**src/rtl/reg_seq_pkg.sv**
```systemverilog
// reg_seq_pkg: opcodes, FSM states, instruction fields and ALU ops
// shared by the register-file sequencer and its ALU.
package reg_seq_pkg;

    localparam int OPC_HI = 15;
    localparam int OPC_LO = 12;
    localparam int RD_HI  = 11;
    localparam int RD_LO  = 9;
    localparam int RS1_HI = 8;
    localparam int RS1_LO = 6;
    localparam int RS2_HI = 5;
    localparam int RS2_LO = 3;

    localparam logic [3:0] OP_NOP   = 4'h0;
    localparam logic [3:0] OP_LOAD  = 4'h1;
    localparam logic [3:0] OP_STORE = 4'h2;
    localparam logic [3:0] OP_ADD   = 4'h3;
    localparam logic [3:0] OP_SUB   = 4'h4;
    localparam logic [3:0] OP_AND   = 4'h5;
    localparam logic [3:0] OP_OR    = 4'h6;
    localparam logic [3:0] OP_JMP   = 4'h7;
    localparam logic [3:0] OP_HALT  = 4'hF;

    typedef enum logic [2:0] {
        S_FETCH,
        S_DECODE,
        S_EXEC,
        S_MEM,
        S_WB,
        S_HALT
    } state_e;

    typedef enum logic [1:0] {
        ALU_ADD,
        ALU_SUB,
        ALU_AND,
        ALU_OR
    } alu_op_e;

    function automatic alu_op_e alu_op_of(input logic [3:0] opc);
        alu_op_e op;
        op = ALU_ADD;
        case (opc)
            OP_SUB:  op = ALU_SUB;
            OP_AND:  op = ALU_AND;
            OP_OR:   op = ALU_OR;
            default: op = ALU_ADD;
        endcase
        return op;
    endfunction

endpackage

```
**src/rtl/reg_seq_alu.sv**
```systemverilog
// reg_seq_alu: combinational ADD/SUB/AND/OR, modulo 2^DATA_W, no flags.
module reg_seq_alu
    import reg_seq_pkg::*;
#(
    parameter int DATA_W = 16
) (
    input  alu_op_e           op_i,
    input  logic [DATA_W-1:0] a_i,
    input  logic [DATA_W-1:0] b_i,
    output logic [DATA_W-1:0] y_o
);

    always_comb begin
        y_o = '0;
        unique case (op_i)
            ALU_ADD: y_o = a_i + b_i;
            ALU_SUB: y_o = a_i - b_i;
            ALU_AND: y_o = a_i & b_i;
            ALU_OR:  y_o = a_i | b_i;
            default: y_o = '0;
        endcase
    end

endmodule

```
**src/rtl/reg_seq_controller.sv**
```systemverilog
// reg_seq_controller: multi-cycle fetch/decode/exec/mem/wb sequencer.
// Define REG_SEQ_PERF_CNT_EN to enable the retired-instruction counter.
module reg_seq_controller
    import reg_seq_pkg::*;
#(
    parameter int PC_W   = 8,
    parameter int DATA_W = 16
) (
    input  logic              clk,
    input  logic              rst_n,
    output logic              instr_req,
    output logic [PC_W-1:0]   instr_addr,
    input  logic              instr_ready,
    input  logic [15:0]       instr_data,
    output logic              ram_req,
    output logic              ram_we,
    output logic [DATA_W-1:0] ram_addr,
    output logic [DATA_W-1:0] ram_wdata,
    input  logic              ram_ready,
    input  logic [DATA_W-1:0] ram_rdata,
    output logic [2:0]        rf_read_addr1,
    output logic [2:0]        rf_read_addr2,
    input  logic [DATA_W-1:0] rf_read_data1,
    input  logic [DATA_W-1:0] rf_read_data2,
    output logic [2:0]        rf_write_addr,
    output logic              rf_write_enable,
    output logic [DATA_W-1:0] rf_write_data,
    output logic              halted,
    output logic              illegal_op,
    output logic [15:0]       retired_count
);

    state_e            state_q, state_d;
    logic [PC_W-1:0]   pc_q, pc_d;
    logic [15:0]       instr_q, instr_d;
    logic [DATA_W-1:0] op1_q, op1_d;
    logic [DATA_W-1:0] op2_q, op2_d;
    logic [DATA_W-1:0] res_q, res_d;
    logic              ill_q, ill_d;

    logic              retire;
    logic              instr_req_c;
    logic              ram_req_c;
    logic              rf_we_c;
    logic [DATA_W-1:0] alu_y;

    logic [3:0] opc;
    logic [2:0] rd;
    logic [2:0] rs1;
    logic [2:0] rs2;
    logic       is_alu;
    logic       is_mem;
    logic       is_store;
    logic       is_legal;

    assign opc      = instr_q[OPC_HI:OPC_LO];
    assign rd       = instr_q[RD_HI:RD_LO];
    assign rs1      = instr_q[RS1_HI:RS1_LO];
    assign rs2      = instr_q[RS2_HI:RS2_LO];
    assign is_alu   = opc inside {OP_ADD, OP_SUB, OP_AND, OP_OR};
    assign is_store = (opc == OP_STORE);
    assign is_mem   = (opc == OP_LOAD) || is_store;
    assign is_legal = is_alu || is_mem ||
                      (opc inside {OP_NOP, OP_JMP, OP_HALT});

    reg_seq_alu #(
        .DATA_W(DATA_W)
    ) u_alu (
        .op_i(alu_op_of(opc)),
        .a_i (op1_q),
        .b_i (op2_q),
        .y_o (alu_y)
    );

    always_comb begin
        state_d       = state_q;
        pc_d          = pc_q;
        instr_d       = instr_q;
        op1_d         = op1_q;
        op2_d         = op2_q;
        res_d         = res_q;
        ill_d         = ill_q;
        retire        = 1'b0;
        instr_req_c   = 1'b0;
        ram_req_c     = 1'b0;
        ram_we        = 1'b0;
        ram_addr      = '0;
        ram_wdata     = '0;
        rf_read_addr1 = '0;
        rf_read_addr2 = '0;
        rf_we_c       = 1'b0;
        rf_write_addr = '0;
        rf_write_data = '0;
        unique case (state_q)
            S_FETCH: begin
                instr_req_c = 1'b1;
                if (instr_ready) begin
                    instr_d = instr_data;
                    pc_d    = pc_q + 1'b1;
                    state_d = S_DECODE;
                end
            end
            S_DECODE: begin
                rf_read_addr1 = rs1;
                rf_read_addr2 = is_store ? rd : rs2;
                op1_d         = rf_read_data1;
                op2_d         = rf_read_data2;
                state_d       = S_EXEC;
            end
            S_EXEC: begin
                unique case (1'b1)
                    is_alu: begin
                        res_d   = alu_y;
                        state_d = S_WB;
                    end
                    is_mem: state_d = S_MEM;
                    (opc == OP_JMP): begin
                        pc_d    = instr_q[PC_W-1:0];
                        retire  = 1'b1;
                        state_d = S_FETCH;
                    end
                    (opc == OP_HALT): begin
                        retire  = 1'b1;
                        state_d = S_HALT;
                    end
                    default: begin
                        ill_d   = ill_q | ~is_legal;
                        retire  = 1'b1;
                        state_d = S_FETCH;
                    end
                endcase
            end
            S_MEM: begin
                ram_req_c = 1'b1;
                ram_addr  = op1_q;
                ram_we    = is_store;
                ram_wdata = is_store ? op2_q : '0;
                if (ram_ready) begin
                    if (is_store) begin
                        retire  = 1'b1;
                        state_d = S_FETCH;
                    end else begin
                        res_d   = ram_rdata;
                        state_d = S_WB;
                    end
                end
            end
            S_WB: begin
                rf_we_c       = 1'b1;
                rf_write_addr = rd;
                rf_write_data = res_q;
                retire        = 1'b1;
                state_d       = S_FETCH;
            end
            S_HALT:  state_d = S_HALT;
            default: state_d = S_FETCH;
        endcase
    end

    // Strobes are gated by rst_n so they drop the instant reset asserts.
    assign instr_req       = instr_req_c & rst_n;
    assign ram_req         = ram_req_c & rst_n;
    assign rf_write_enable = rf_we_c & rst_n;
    assign instr_addr      = pc_q;
    assign halted          = (state_q == S_HALT);
    assign illegal_op      = ill_q;

    always_ff @(posedge clk or negedge rst_n) begin
        if (!rst_n) begin
            state_q <= S_FETCH;
            pc_q    <= '0;
            instr_q <= '0;
            op1_q   <= '0;
            op2_q   <= '0;
            res_q   <= '0;
            ill_q   <= 1'b0;
        end else begin
            state_q <= state_d;
            pc_q    <= pc_d;
            instr_q <= instr_d;
            op1_q   <= op1_d;
            op2_q   <= op2_d;
            res_q   <= res_d;
            ill_q   <= ill_d;
        end
    end

`ifdef REG_SEQ_PERF_CNT_EN
    logic [15:0] cnt_q, cnt_d;

    assign cnt_d = retire ? cnt_q + 16'd1 : cnt_q;

    always_ff @(posedge clk or negedge rst_n) begin
        if (!rst_n) begin
            cnt_q <= '0;
        end else begin
            cnt_q <= cnt_d;
        end
    end

    assign retired_count = cnt_q;
`else
    logic unused_retire;

    assign unused_retire = retire;
    assign retired_count = '0;
`endif

endmodule

```
**config.mk**
```make
export PLATFORM = sky130hd
export DESIGN_NAME = reg_seq_controller
export DESIGN_NICKNAME = d
export VERILOG_FILES = /design/src/rtl/reg_seq_pkg.sv /design/src/rtl/reg_seq_alu.sv /design/src/rtl/reg_seq_controller.sv
export SDC_FILE = /design/constraint.sdc
export NUM_CORES = 1
export LEC_CHECK = 0
export CORE_UTILIZATION = 48
export CTS_CLUSTER_DIAMETER = 30
export DETAILED_ROUTE_END_ITERATION = 10
export PLACE_DENSITY = 0.91
export REMOVE_ABC_BUFFERS = 1
export SLEW_MARGIN = 20
export SYNTH_ARGS = -nofsm -noshare
export SYNTH_HDL_FRONTEND = slang
export SYNTH_SLANG_ARGS = --single-unit
```
**constraint.sdc**
```tcl
create_clock -name clk -period 4.35 [get_ports clk]
set_input_delay 0.435 -clock clk [delete_from_list [all_inputs] [get_ports clk]]
set_output_delay 0.435 -clock clk [all_outputs]
set_load 0.02 [all_outputs]
```
Yosys cells after proc, flatten, opt, wreduce, memory -nomap -nowiden
Cells that the tools add are included.

Register bits after elaboration: 76. Bits in latches: 0. RAM bits: 0. ROM bits: 0. Input bits: 68. Word-level logic and storage cells: 81. Memories kept: 0.

Add/sub/neg operators: 3. Multiply operators: 0. Divide/modulo/power cells: 0. Order comparisons: 0. Equal/unequal tests: 21. Shift-type cells: 0. Multiplexer cells: 26. Bitwise gates (word level): 8. Reductions and logical operators: 16.

Operators by type and width (count): $mux W16 (7); $pmux W16 S4 (1); $pmux W16 S2 (1); $mux W3 (7); $add A16 B16 Y16 (1); $and A16 B16 Y16 (1); $eq A4 B3 Y1 const B (4); $mux W8 (2); $or A16 B16 Y16 (1); $pmux W8 S2 (1); $sub A16 B16 Y16 (1); $pmux W3 S5 (1); $ne A2 B2 Y1 const B (5); $pmux W3 S3 (1); $add A8 B1 Y8 const B (1); $eq A4 B2 Y1 const B (2); $eq A3 B2 Y1 const B (2); $eq A3 B3 Y1 const B (2); $pmux W2 S3 (1); $reduce_and A2 Y1 (3); $eq A2 B2 Y1 const B (2); $eq A4 B1 Y1 const B (1); $eq A4 B4 Y1 const B (1); $logic_not A4 Y1 (1); other kinds (15) (24).

Depth between registers and ports, before layout
Gate-level depths: netlist of the first run.

Word-level depth: 6. Depth in mapped cells: 15.

Cells and area by module
A second synthesis of the first run with hierarchy kept.

Cell total of the unflattened synthesis: 629. Area total of the unflattened synthesis: 5507.8 um2.

Modules (own cells, without submodules): reg_seq_controller (instances 1, cells each 426, area an instance 4112.7 um2); reg_seq_alu (instances 1, cells each 203, area an instance 1395.1 um2).

Least setup slack after synthesis of the first run
OpenSTA, ideal clock, no wires.

Path kind: register -> register. Start: register instr_q[15]. End: register res_q[15]. Library setup time: 0.126 ns. Arrival: 3.047 ns. Path slack: 1.177 ns. Cell stages (with the launch flop): 15. Path buffers: 2. Period minus slack after synthesis: 3.173 ns. Cell sequence: dfrtp_1 -> buf_2 -> nand2b_1 -> or3_1 -> buf_2 -> o21ai_0 -> inv_1 -> ha_1 -> nor2b_1 -> o21ai_0 -> o21ai_1 -> a21oi_1 -> o21ai_0 -> xnor2_1 -> a221o_1.

Word-level cells in the longest chain between the ends: 6. Elaborated cells on any way between the ends: 17. Those cells by class: eq/ne: 10; mux: 4; reduce/logical: 3.

Ends and longest elaborated chain: start, declared (RTL line reg_seq_controller.sv:35) `logic [15:0] instr_q, instr_d;`; start signal, assigned (RTL line reg_seq_controller.sv:180) `instr_q <= instr_d;`; $eq A4 B3 Y1 (RTL line reg_seq_pkg.sv:43, reg_seq_controller.sv:60); $pmux W2 S3 (RTL line reg_seq_pkg.sv:43) `case (opc)`; $eq A2 B2 Y1, or another cell as far along (RTL line reg_seq_alu.sv:15) `unique case (op_i)`; $pmux W16 S4 (RTL line reg_seq_alu.sv:15); $mux W16 (RTL line reg_seq_controller.sv:111) `unique case (1'b1)`; $pmux W16 S2 (RTL line reg_seq_controller.sv:94) `unique case (state_q)`; end signal, assigned (RTL line reg_seq_controller.sv:183) `res_q <= res_d;`; end, declared (RTL line reg_seq_controller.sv:38) `logic [DATA_W-1:0] res_q, res_d;`.

Parallel ways exist; a longest one is shown, timed or not. The select of a mux whose other input is x is not followed. A chain may end at the register's enable or synchronous reset.

Worst setup path in the final report of the first run
Same ends and word-level chain as after synthesis.

==> out/metrics.yaml, run 1 <==
sta:
  worst_pin_slew_ps: 904
  fin_tns_setup_ps: 0
  whs_ps: 1.17
  relSlewSlack_pct: 39.7
  fmax_mhz: 258
  rsz0062_at_grt: "false"
  setup_viol: 0
  finalHoldViolations: 0
  finClkSkew_ps: 13.1
  fin_crit_sh_pct: 88.9
  fin_crit_ps: 3870
  drv_slew: 0
hold_path:
  hold_path.class: "in2async"
routing:
  vias: 5086
  vias_per_cell: 5.71
  drtPass1Iterations: 5
  wire_per_inst_um: 17.3
  routed_wl_um: 15400
  ant_nets: 0
  drtIter0Drc: 377
  drc: 0
clock_tree:
  clkLatencyLatePin_ps: 360
  ctsResizeCount: 0
  cts_setup_buffers: 0
  clk_path_buf_depth: 2
  cts_num_sinks: 76
  cts_tree: "built"
  cts_hold_buf: 0
  clockRootBuffer: "clkbuf_8"
  htree_levels: 3
  cts_made_buffers: 9
  clkTransAtPathRegs_ps: 90
setup_path:
  rr_worst_depth: 12
  crit_chain: "nand2b_1 > or3_1 > o21ai_0 > inv_1 > ha_1 > nor2b_1 > o21ai_0 > o21ai_1 > a21oi_1 > o21ai_0 > xnor2_1 > a221o_1"
  required_ps: 4590
  worst_path_largest_cell_delay_ps: 530
  cp_max_fo: 10
  timing.rr.end: "res_q[15]$_DFFE_PN0P_"
  cp-end-kind: "flip-flop"
  crit_path_start_kind: "flip-flop"
  crit_top_cell: "o21ai_0"
  critPathKind: "reg2reg"
  crit_buf_inv: 1
  r2r_start: "instr_q[15]$_DFFE_PN0P_"
  critPathSlowestCell: "or3_1"
  ff2ff_setup_slack_ps: 480
  critPathTopFamily: "compound AO/OA/AOI/OAI gates"
  arrival_ps: 4110
place:
  port_buffers: 138
  place_congestion: 0.892
  dp.cells: 874
  hpwlAfterDp_um: 11500
  place_area_mm2: 0.00666
synth:
  synth_cell_types: 60
  ys_ff_latch: 76
  ys_async_sr_fraction_pct: 100
  synth_edf_count: 0
  synth_warnings: 0
  synth_area_mm2: 0.00527
  synthCells: 631
  yosysSeqAreaShare_pct: 36.1
  yosys_most_used_dff: "dfrtp_1"
  avgSynthCellArea_um2: 8.36
layout:
  areaGrowthSynthToFinish_pct: 31.3
  fin_cells: 890
  final_common_cell: "clkdlybuf4s50_1"
  drive_above_1_share_pct: 7.56
  layout.nets: 837
  antennaDiodeCount: 0
  final_cell_mix: "clkdlybuf4s50_1, nand2_1, dfrtp_1, a21oi_1, and2_1"
  stdcell_area_mm2: 0.00692
  utilization_pct: 65.9
floorplan:
  die_w_um: 107
  rows: 37
  io_pins: 155
  coreArea_mm2: 0.0105
  start_util_pct: 50.2
  die-area_mm2: 0.0114
  chipHeight_um: 107
global_routing:
  antenna_found_initial: 0
  grt_usage_pct: 27.6
  grt_overflow: 0
  grt_pass1_vias: 4840
  grt_pass1_wl_um: 24800
  grt_max_degree: 46
pwr:
  leakagePower_nw: 3.23
  powerDensity_mw_per_mm2: 883
  vdd_drop_max_v: 0.000480
status:
  status: "complete, no violations"
job:
  maxCapViolations: 0
[layer usage]
metal	vias to the layer above	wire length [um]	global-route usage, %
met4	0	213	8.71
met1	2433	6840	37.7
met5	-	0	0
met3	23	1060	4.74
li1	2386	-	-
met2	244	7250	44.6
[state kept, by name (all words and copies together) (netlist names)]
signal,cells
instr_q,16
op1_q,16
illegal_op,1
res_q,16
op2_q,16
instr_addr,8
state_q,3
[per-stage QoR]
stage          worst slack (ps)  total power [mW]
5_1_grt                     327              6.59
2_1_floorplan              1200              4.11
4_1_cts                     532              6.05
3_3_place_gp                826              5.22
6_report                    481              6.12
3_5_place_dp                556              5.36
[synth_stat cells, types with 11 or more instances]
cell type,n,area share (%)
a21o_1,21,3.0
a21oi_1,39,3.7
and2_1,39,4.6
and3_1,22,2.6
buf_2,11,1.0
buf_4,17,2.4
clkbuf_1,27,1.9
dfrtp_1,76,36
ha_1,19,4.5
mux2_2,16,3.4
nand2_1,131,9.3
nor2_1,38,2.7
o21ai_0,31,2.9
xnor2_1,16,2.7
xor2_1,13,2.2
[kinds of logic after synthesis]
logic type,count (synthesis),share of synthesized area (%)
AOI/OAI and AO/OA,147,18.6
xor gates and xnor gates,29,4.82
adders and majority gates,20,4.89
buffers and inverters,65,6.24
DFF,76,36.1
muxes,19,3.99
other,1,0.0711
and+or+nand+nor,274,25.4
[where the power goes]
part / leakage (nW) / internal, mW / switching (mW)
Combinational: 2.18 / 1.68 / 2.22
Clock: 0.125 / 0.386 / 0.288
Sequential: 0.927 / 1.06 / 0.485
Total: 3.23 / 3.13 / 2.99
[area by class of cell]
| class | count | area, um^2 |
|---|---|---|
| tap | 136 | 170 |
| multi-input combinational | 505 | 3120 |
| clock buffer | 9 | 124 |
| clock inverter | 7 | 124 |
| timing repair buffer | 148 | 1450 |
| fill | 829 | 3580 |
| inverter | 9 | 33.8 |
| sequential | 76 | 1900 |
[worst reg2reg max path: cells and delay by family (launching register included)]
family | cells | cell delay (ps)
buffers and inverters | 1 | 120
DFF | 1 | 520
xor gates and xnor gates | 1 | 160
adders and majority gates | 1 | 300
AOI/OAI and AO/OA | 6 | 1650
and+or+nand+nor | 3 | 1020
[how the worst max path moves through the flow]
stage | startpoint | cells after the start | endpoint
3_3_place_gp | instr_q[15]$_DFFE_PN0P_ | 12 | res_q[15]$_DFFE_PN0P_
3_5_place_dp | instr_q[15]$_DFFE_PN0P_ | 12 | res_q[15]$_DFFE_PN0P_
5_1_grt | instr_q[15]$_DFFE_PN0P_ | 12 | res_q[15]$_DFFE_PN0P_
4_1_cts | instr_q[15]$_DFFE_PN0P_ | 12 | res_q[15]$_DFFE_PN0P_
2_1_floorplan | instr_q[15]$_DFFE_PN0P_ | 12 | res_q[15]$_DFFE_PN0P_
6_report | instr_q[15]$_DFFE_PN0P_ | 12 | res_q[15]$_DFFE_PN0P_
No activity file was read; power rests on OpenSTA's default activity.
==> inputs of run 2 (changes only) <==
==> constraint.sdc (replaced) <==
create_clock -name clk -period 4.15 [get_ports clk]
set_input_delay 0.415 -clock clk [delete_from_list [all_inputs] [get_ports clk]]
set_output_delay 0.415 -clock clk [all_outputs]
set_load 0.02 [all_outputs]
==> run 2 against run 1 <==
Effect of this change: final cell count up 0.11%; utilization decreased by 0.56 points; via count down 0.87%; combinational power is 5.4% higher; fmax increased by 3.0%; sequential share of layout area is 0.24 points higher; critical path type unchanged; largest cell class unchanged; highest routed layer unchanged.
==> out/metrics.yaml, run 2 (synthesis results as in run 1) <==
layout:
  final_common_cell: "clkdlybuf4s50_1"
  utilization_pct: 65.3
  layout.nets: 838
  final_cell_mix: "clkdlybuf4s50_1, nand2_1, dfrtp_1, a21oi_1, and2_1"
  drive_above_1_share_pct: 7.42
  areaGrowthSynthToFinish_pct: 30.2
  antennaDiodeCount: 0
global_routing:
  grt_pass1_vias: 4882
  grt_max_degree: 46
  grt_use_met2_pct: 43.5
  met3_usage_pct: 5.84
  busiest_layer: "met2"
  grt_overflow: 0
  grt_usage_pct: 28.1
  grt_pass1_wl_um: 24900
  use_met1_pct: 37.9
  antenna_found_initial: 0
clock_tree:
  cts_made_buffers: 9
  htree_levels: 3
  clkLatencyLatePin_ps: 370
  clkTransAtPathRegs_ps: 90
  cts_setup_buffers: 0
  cts_tree: "built"
  cts_num_sinks: 76
  clockRootBuffer: "clkbuf_8"
  clk_path_buf_depth: 2
place:
  port_buffers: 138
  hpwlAfterDp_um: 11600
  place_congestion: 0.905
routing:
  routed_wl_um: 15500
  drtIter0Drc: 366
  ant_nets: 0
  drtPass1Iterations: 7
  vias_per_cell: 5.66
  vias: 5042
  wire_per_inst_um: 17.4
  drc: 0
setup_path:
  startpoint: "instr_q[15]$_DFFE_PN0P_"
  rr_worst_depth: 12
  cp_max_fo: 10
  critPathKind: "reg2reg"
  arrival_ps: 4020
  r2r_start: "instr_q[15]$_DFFE_PN0P_"
  crit_path_start_kind: "flip-flop"
  required_ps: 4410
  cp-end-kind: "flip-flop"
sta:
  fin_tns_setup_ps: 0
  drv_slew: 0
  worst_pin_slew_ps: 915
  fin_crit_sh_pct: 90.5
  rsz0062_at_grt: "false"
  fmax_mhz: 266
  setup_viol: 0
  finalHoldViolations: 0
  fin_crit_ps: 3760
  finClkSkew_ps: 12.2
  relSlewSlack_pct: 39.0
floorplan:
  chipHeight_um: 107
  die-area_mm2: 0.0114
  io_pins: 155
  coreArea_mm2: 0.0105
  rows: 37
  die_w_um: 107
  start_util_pct: 50.2
status:
  status: "complete, no violations"
pwr:
  vdd_drop_max_v: 0.000412
  leakagePower_nw: 3.20
  powerDensity_mw_per_mm2: 916
hold_path:
  hold_start: "res_q[7]$_DFFE_PN0P_"
  hold_path.class: "reg2reg"
  whs_path_depth: 2
job:
  maxCapViolations: 0
[run 2: cell type report]
type                    instances  area (um^2)
clock buffers                  10          128
clock inverters                 6         63.8
fillers                       860         3640
inverters                       9         33.8
multi-input cells             505         3100
flip-flops and latches         76         1900
well taps                     136          170
repair buffers                149         1460
[run 2: critical path: stages (launching register included)]
cell,delay (ps)
dfrtp_1,500
nand2b_1,310
or3_1,500
o21ai_0,400
inv_1,100
ha_1,290
nor2b_1,150
o21ai_0,210
o21ai_1,200
a21oi_1,330
o21ai_0,170
xnor2_1,150
a221o_1,320
[run 2: worst paths after layout]
path | slack, ps | to
worst max-delay path | 390 | res_q[15]$_DFFE_PN0P_
worst max register to register | 390 | res_q[15]$_DFFE_PN0P_
max in group asynchronous | 2700 | instr_q[2]$_DFFE_PN0P_
worst min-delay path | 470 | res_q[7]$_DFFE_PN0P_
min in group asynchronous | 540 | op2_q[14]$_DFFE_PN0P_
worst min register to register | 470 | res_q[7]$_DFFE_PN0P_
[run 2: timing repair]
item                                   CTS  global route
endpoints found under the hold margin    3             0
resized for setup                        0             0
hold buffers                             1             0
[run 2: metal layers]
layer  part of all wire [%]  wire (um)  up-vias
met3                    7.2       1110       41
met1                     45       6940     2372
met4                    2.6        405        0
met2                     46       7070      241
met5                      0          0        -
li1                       -          -     2388
[run 2: metrics by stage]
step                std cells  total power [mW]  setup WS [ps]  cell area (um^2)  hold WS (ps)
floorplan                 590              4.31            996              5030           119
global placement          874              5.47            632              6660           377
detailed placement        874              5.61            527              6660           385
CTS                       891              6.20            428              6870           475
global route              891              6.75            191              6870           497
finish                    891              6.29            395              6870           473
[run 2: power breakdown]
part           switching, mW  internal [mW]  leakage, nW
combinational           2.34           1.76         2.18
sequential             0.500           1.11        0.927
clock                  0.291          0.278       0.0927
==> inputs of run 3 (changes only) <==
--- a/config.mk
+++ b/config.mk
@@ -5,12 +5,13 @@
 export SDC_FILE = /design/constraint.sdc
 export NUM_CORES = 1
 export LEC_CHECK = 0
-export CORE_UTILIZATION = 48
+export CORE_UTILIZATION = 49
 export CTS_CLUSTER_DIAMETER = 30
 export DETAILED_ROUTE_END_ITERATION = 10
-export PLACE_DENSITY = 0.91
+export PLACE_DENSITY = 0.92
 export REMOVE_ABC_BUFFERS = 1
 export SLEW_MARGIN = 20
 export SYNTH_ARGS = -nofsm -noshare
 export SYNTH_HDL_FRONTEND = slang
+export SYNTH_HIERARCHICAL = 1
 export SYNTH_SLANG_ARGS = --single-unit
==> run 3 against run 2 <==
Effect of this change: utilization is 0.40 points higher; die area up 2.3%; first-iteration DRC count decreased by 27%; global-route usage down 2.3 points; critical path type unchanged; count of clock-buffer cells in the layout up 2; sequential power barely moved; wire length down 6.3%; fmax down 3.8%; via count down 2.9%; cell area up 4.2%; highest routed layer unchanged; hold slack improved by 5.6 ps; largest cell class unchanged; synthesized cell count fell by 0.32%.
==> out/metrics.yaml, run 3 <==
synth:
  ys_ff_latch: 76
  yosys_most_used_dff: "dfrtp_1"
  synth_top_family_by_area: "simple AND/OR/NAND/NOR gates"
  synth_fa_ha_area_share_pct: 7.04
  synth_edf_count: 0
  synth_compound_area_share_pct: 11.7
  synthSimpleGateAreaFrac_pct: 25.6
  avgSynthCellArea_um2: 8.76
  muxShareOfSynthArea_pct: 10.2
  synth_cell_types: 69
  yosysSeqAreaShare_pct: 34.5
  synth_area_mm2: 0.00551
  yosysMostFrequentCell: "nand2_1"
  synthCells: 629
  synth_top_area_share_pct: 34.5
  yosys.area_share.xor_xnor_pct: 4.29
  ys_async_sr_fraction_pct: 100
  yosys.area.top_type: "dfrtp_1"
  synth_warnings: 6
  synthTopCellsByArea: "dfrtp_1, nand2_1, and2_1"
  synth_top_cells_by_count: "nand2_1, dfrtp_1, and2_1, a21oi_1"
hold_path:
  whs_path_depth: 1
  hold_start: "illegal_op$_DFFE_PN0P_"
  hold_path.class: "reg2reg"
  min_to: "illegal_op$_DFFE_PN0P_"
setup_path:
  cp_max_fo: 8
  critPathKind: "reg2reg"
  ff2ff_setup_slack_ps: 250
  worst_path_largest_cell_delay_ps: 520
  crit_path_start_kind: "flip-flop"
  required_ps: 4400
  crit_chain: "nor3b_4 > nor2b_1 > buf_4 > nor2_1 > xnor2_1 > ha_1 > and2_1 > and3_1 > a31o_2 > a21oi_1 > o21ai_0 > xnor2_1 > o21ai_0 > mux2_2 > mux2_4"
  timing.rr.end: "res_q[12]$_DFFE_PN0P_"
  cp-end-kind: "flip-flop"
  arrival_ps: 4150
  rr_worst_depth: 15
  r2r_start: "instr_q[15]$_DFFE_PN0P_"
  critPathSlowestCell: "dfrtp_1"
floorplan:
  start_util_pct: 50.6
  chipHeight_um: 108
  io_pins: 155
  coreArea_mm2: 0.0109
  die-area_mm2: 0.0117
  rows: 38
  die_w_um: 108
status:
  status: "complete, no violations"
pwr:
  powerDensity_mw_per_mm2: 935
  leakagePower_nw: 3.25
  vdd_drop_max_v: 0.000357
layout:
  drive_above_1_share_pct: 10.8
  final_cell_mix: "nand2_1, clkdlybuf4s50_1, dfrtp_1, and2_1, a21oi_1"
  final_common_cell: "nand2_1"
  stdcell_area_mm2: 0.00716
  areaGrowthSynthToFinish_pct: 29.9
  utilization_pct: 65.7
  antennaDiodeCount: 0
  layout.nets: 843
  fin_cells: 900
sta:
  setup_viol: 0
  finClkSkew_ps: 9.47
  setup_ws_ps: 247
  fin_tns_setup_ps: 0
  rsz0062_at_grt: "false"
  drv_slew: 0
  fmax_mhz: 256
  fin_crit_ps: 3900
  fin_crit_sh_pct: 94.0
  worst_pin_slew_ps: 920
  finalHoldViolations: 0
  relSlewSlack_pct: 38.4
place:
  port_buffers: 138
  hpwlAfterDp_um: 11000
  post-place-ws_ps: 146
  place_congestion: 0.955
  place_area_mm2: 0.00692
  dp.cells: 883
clock_tree:
  clk_path_buf_depth: 2
  cts_tree: "built"
  htree_levels: 3
  clkTransAtPathRegs_ps: 80
  cts_made_buffers: 9
  clkLatencyLatePin_ps: 360
  clockRootBuffer: "clkbuf_8"
  cts_num_sinks: 76
routing:
  drc: 0
  drtPass1Iterations: 4
  wire_per_inst_um: 16.2
  vias: 4896
  ant_nets: 0
  routed_wl_um: 14600
  drtIter0Drc: 269
  vias_per_cell: 5.44
global_routing:
  grt_max_degree: 50
  antenna_found_initial: 0
  grt_pass1_wl_um: 23400
  grt_overflow: 0
  grt_usage_pct: 25.8
  grt_pass1_vias: 4655
job:
  maxCapViolations: 0
==> run 3: cell count changes in the layout (fill, tap and decap cells not counted), sizes merged, moves of 5 or more <==
cell,previous run,this run
a221oi,6,1
nor2,39,26
a221o,6,0
a21oi,39,29
nand2,131,153
maj3,0,13
mux2,16,45
a21o,21,7
==> run 3: power by group <==
part,switching (mW),internal (mW),total [mW],leakage (nW)
Clock,0.277,0.340,0.616,0.105
Sequential,0.503,1.12,1.62,0.917
Combinational,2.38,2.08,4.46,2.23
Total,3.16,3.53,6.69,3.25
==> run 3: cell families after synthesis <==
kind of cell             after synthesis
AND/OR/NAND/NOR                      285
AO/OA/AOI/OAI                         96
flip-flops                            76
buffers and inverters                 64
multiplexers                          47
adder cells (fa/ha/maj)               33
XOR/XNOR                              27
other                                  1
==> run 3: worst max-delay path by stage <==
stage          slack [ps]  depth (start not counted)                     from                    end
6_report              250                         15  instr_q[15]$_DFFE_PN0P_  res_q[12]$_DFFE_PN0P_
5_1_grt                10                         16  instr_q[15]$_DFFE_PN0P_  res_q[14]$_DFFE_PN0P_
4_1_cts               110                         14  instr_q[14]$_DFFE_PN0P_  res_q[15]$_DFFE_PN0P_
3_5_place_dp          150                         14  instr_q[14]$_DFFE_PN0P_  res_q[15]$_DFFE_PN0P_
3_3_place_gp          210                         14  instr_q[14]$_DFFE_PN0P_  res_q[15]$_DFFE_PN0P_
2_1_floorplan        -640                         14  instr_q[14]$_DFFE_PN0P_  res_q[13]$_DFFE_PN0P_
==> run 3: layout make-up <==
class,instances,area (um^2)
sequential,76,1900
timing repair buffer,153,1490
fill,903,3730
inverter,11,41.3
clock inverter,4,73.8
clock buffer,12,135
multi-input combinational,504,3330
tap,140,175
==> run 3: metal layers <==
metal  global-route usage (%)  up-vias  routed length, um
met1                     35.8     2353               6670
met4                     9.00        0                270
met3                     3.25       20                784
li1                         -     2362                  -
met5                        0        -                  0
met2                     41.6      161               6830
==> run 3: critical path, delay by kind of cell, from the launching register on <==
kind,cells,cell delay [ps]
multiplexers,2,540
AO/OA/AOI/OAI,4,810
buffers and inverters,1,200
flip-flops,1,520
XOR/XNOR,2,300
AND/OR/NAND/NOR,5,1050
adder cells (fa/ha/maj),1,370
==> run 3: repair_timing <==
item | 4_1_cts | 5_1_grt
hold buffers | 1 | 0
hold endpoints to repair | 27 | 0
buffers inserted | 0 | 0
setup endpoints to repair | 0 | 5
gates resized for setup | 0 | 4
==> run 3: through the flow <==
stage                     total power [mW]  hold slack, ps
after detailed placement              5.99             364
final                                 6.69             479
after global routing                  7.23             489
after floorplan                       4.65             119
after global placement                5.85             357
after CTS                             6.64             476
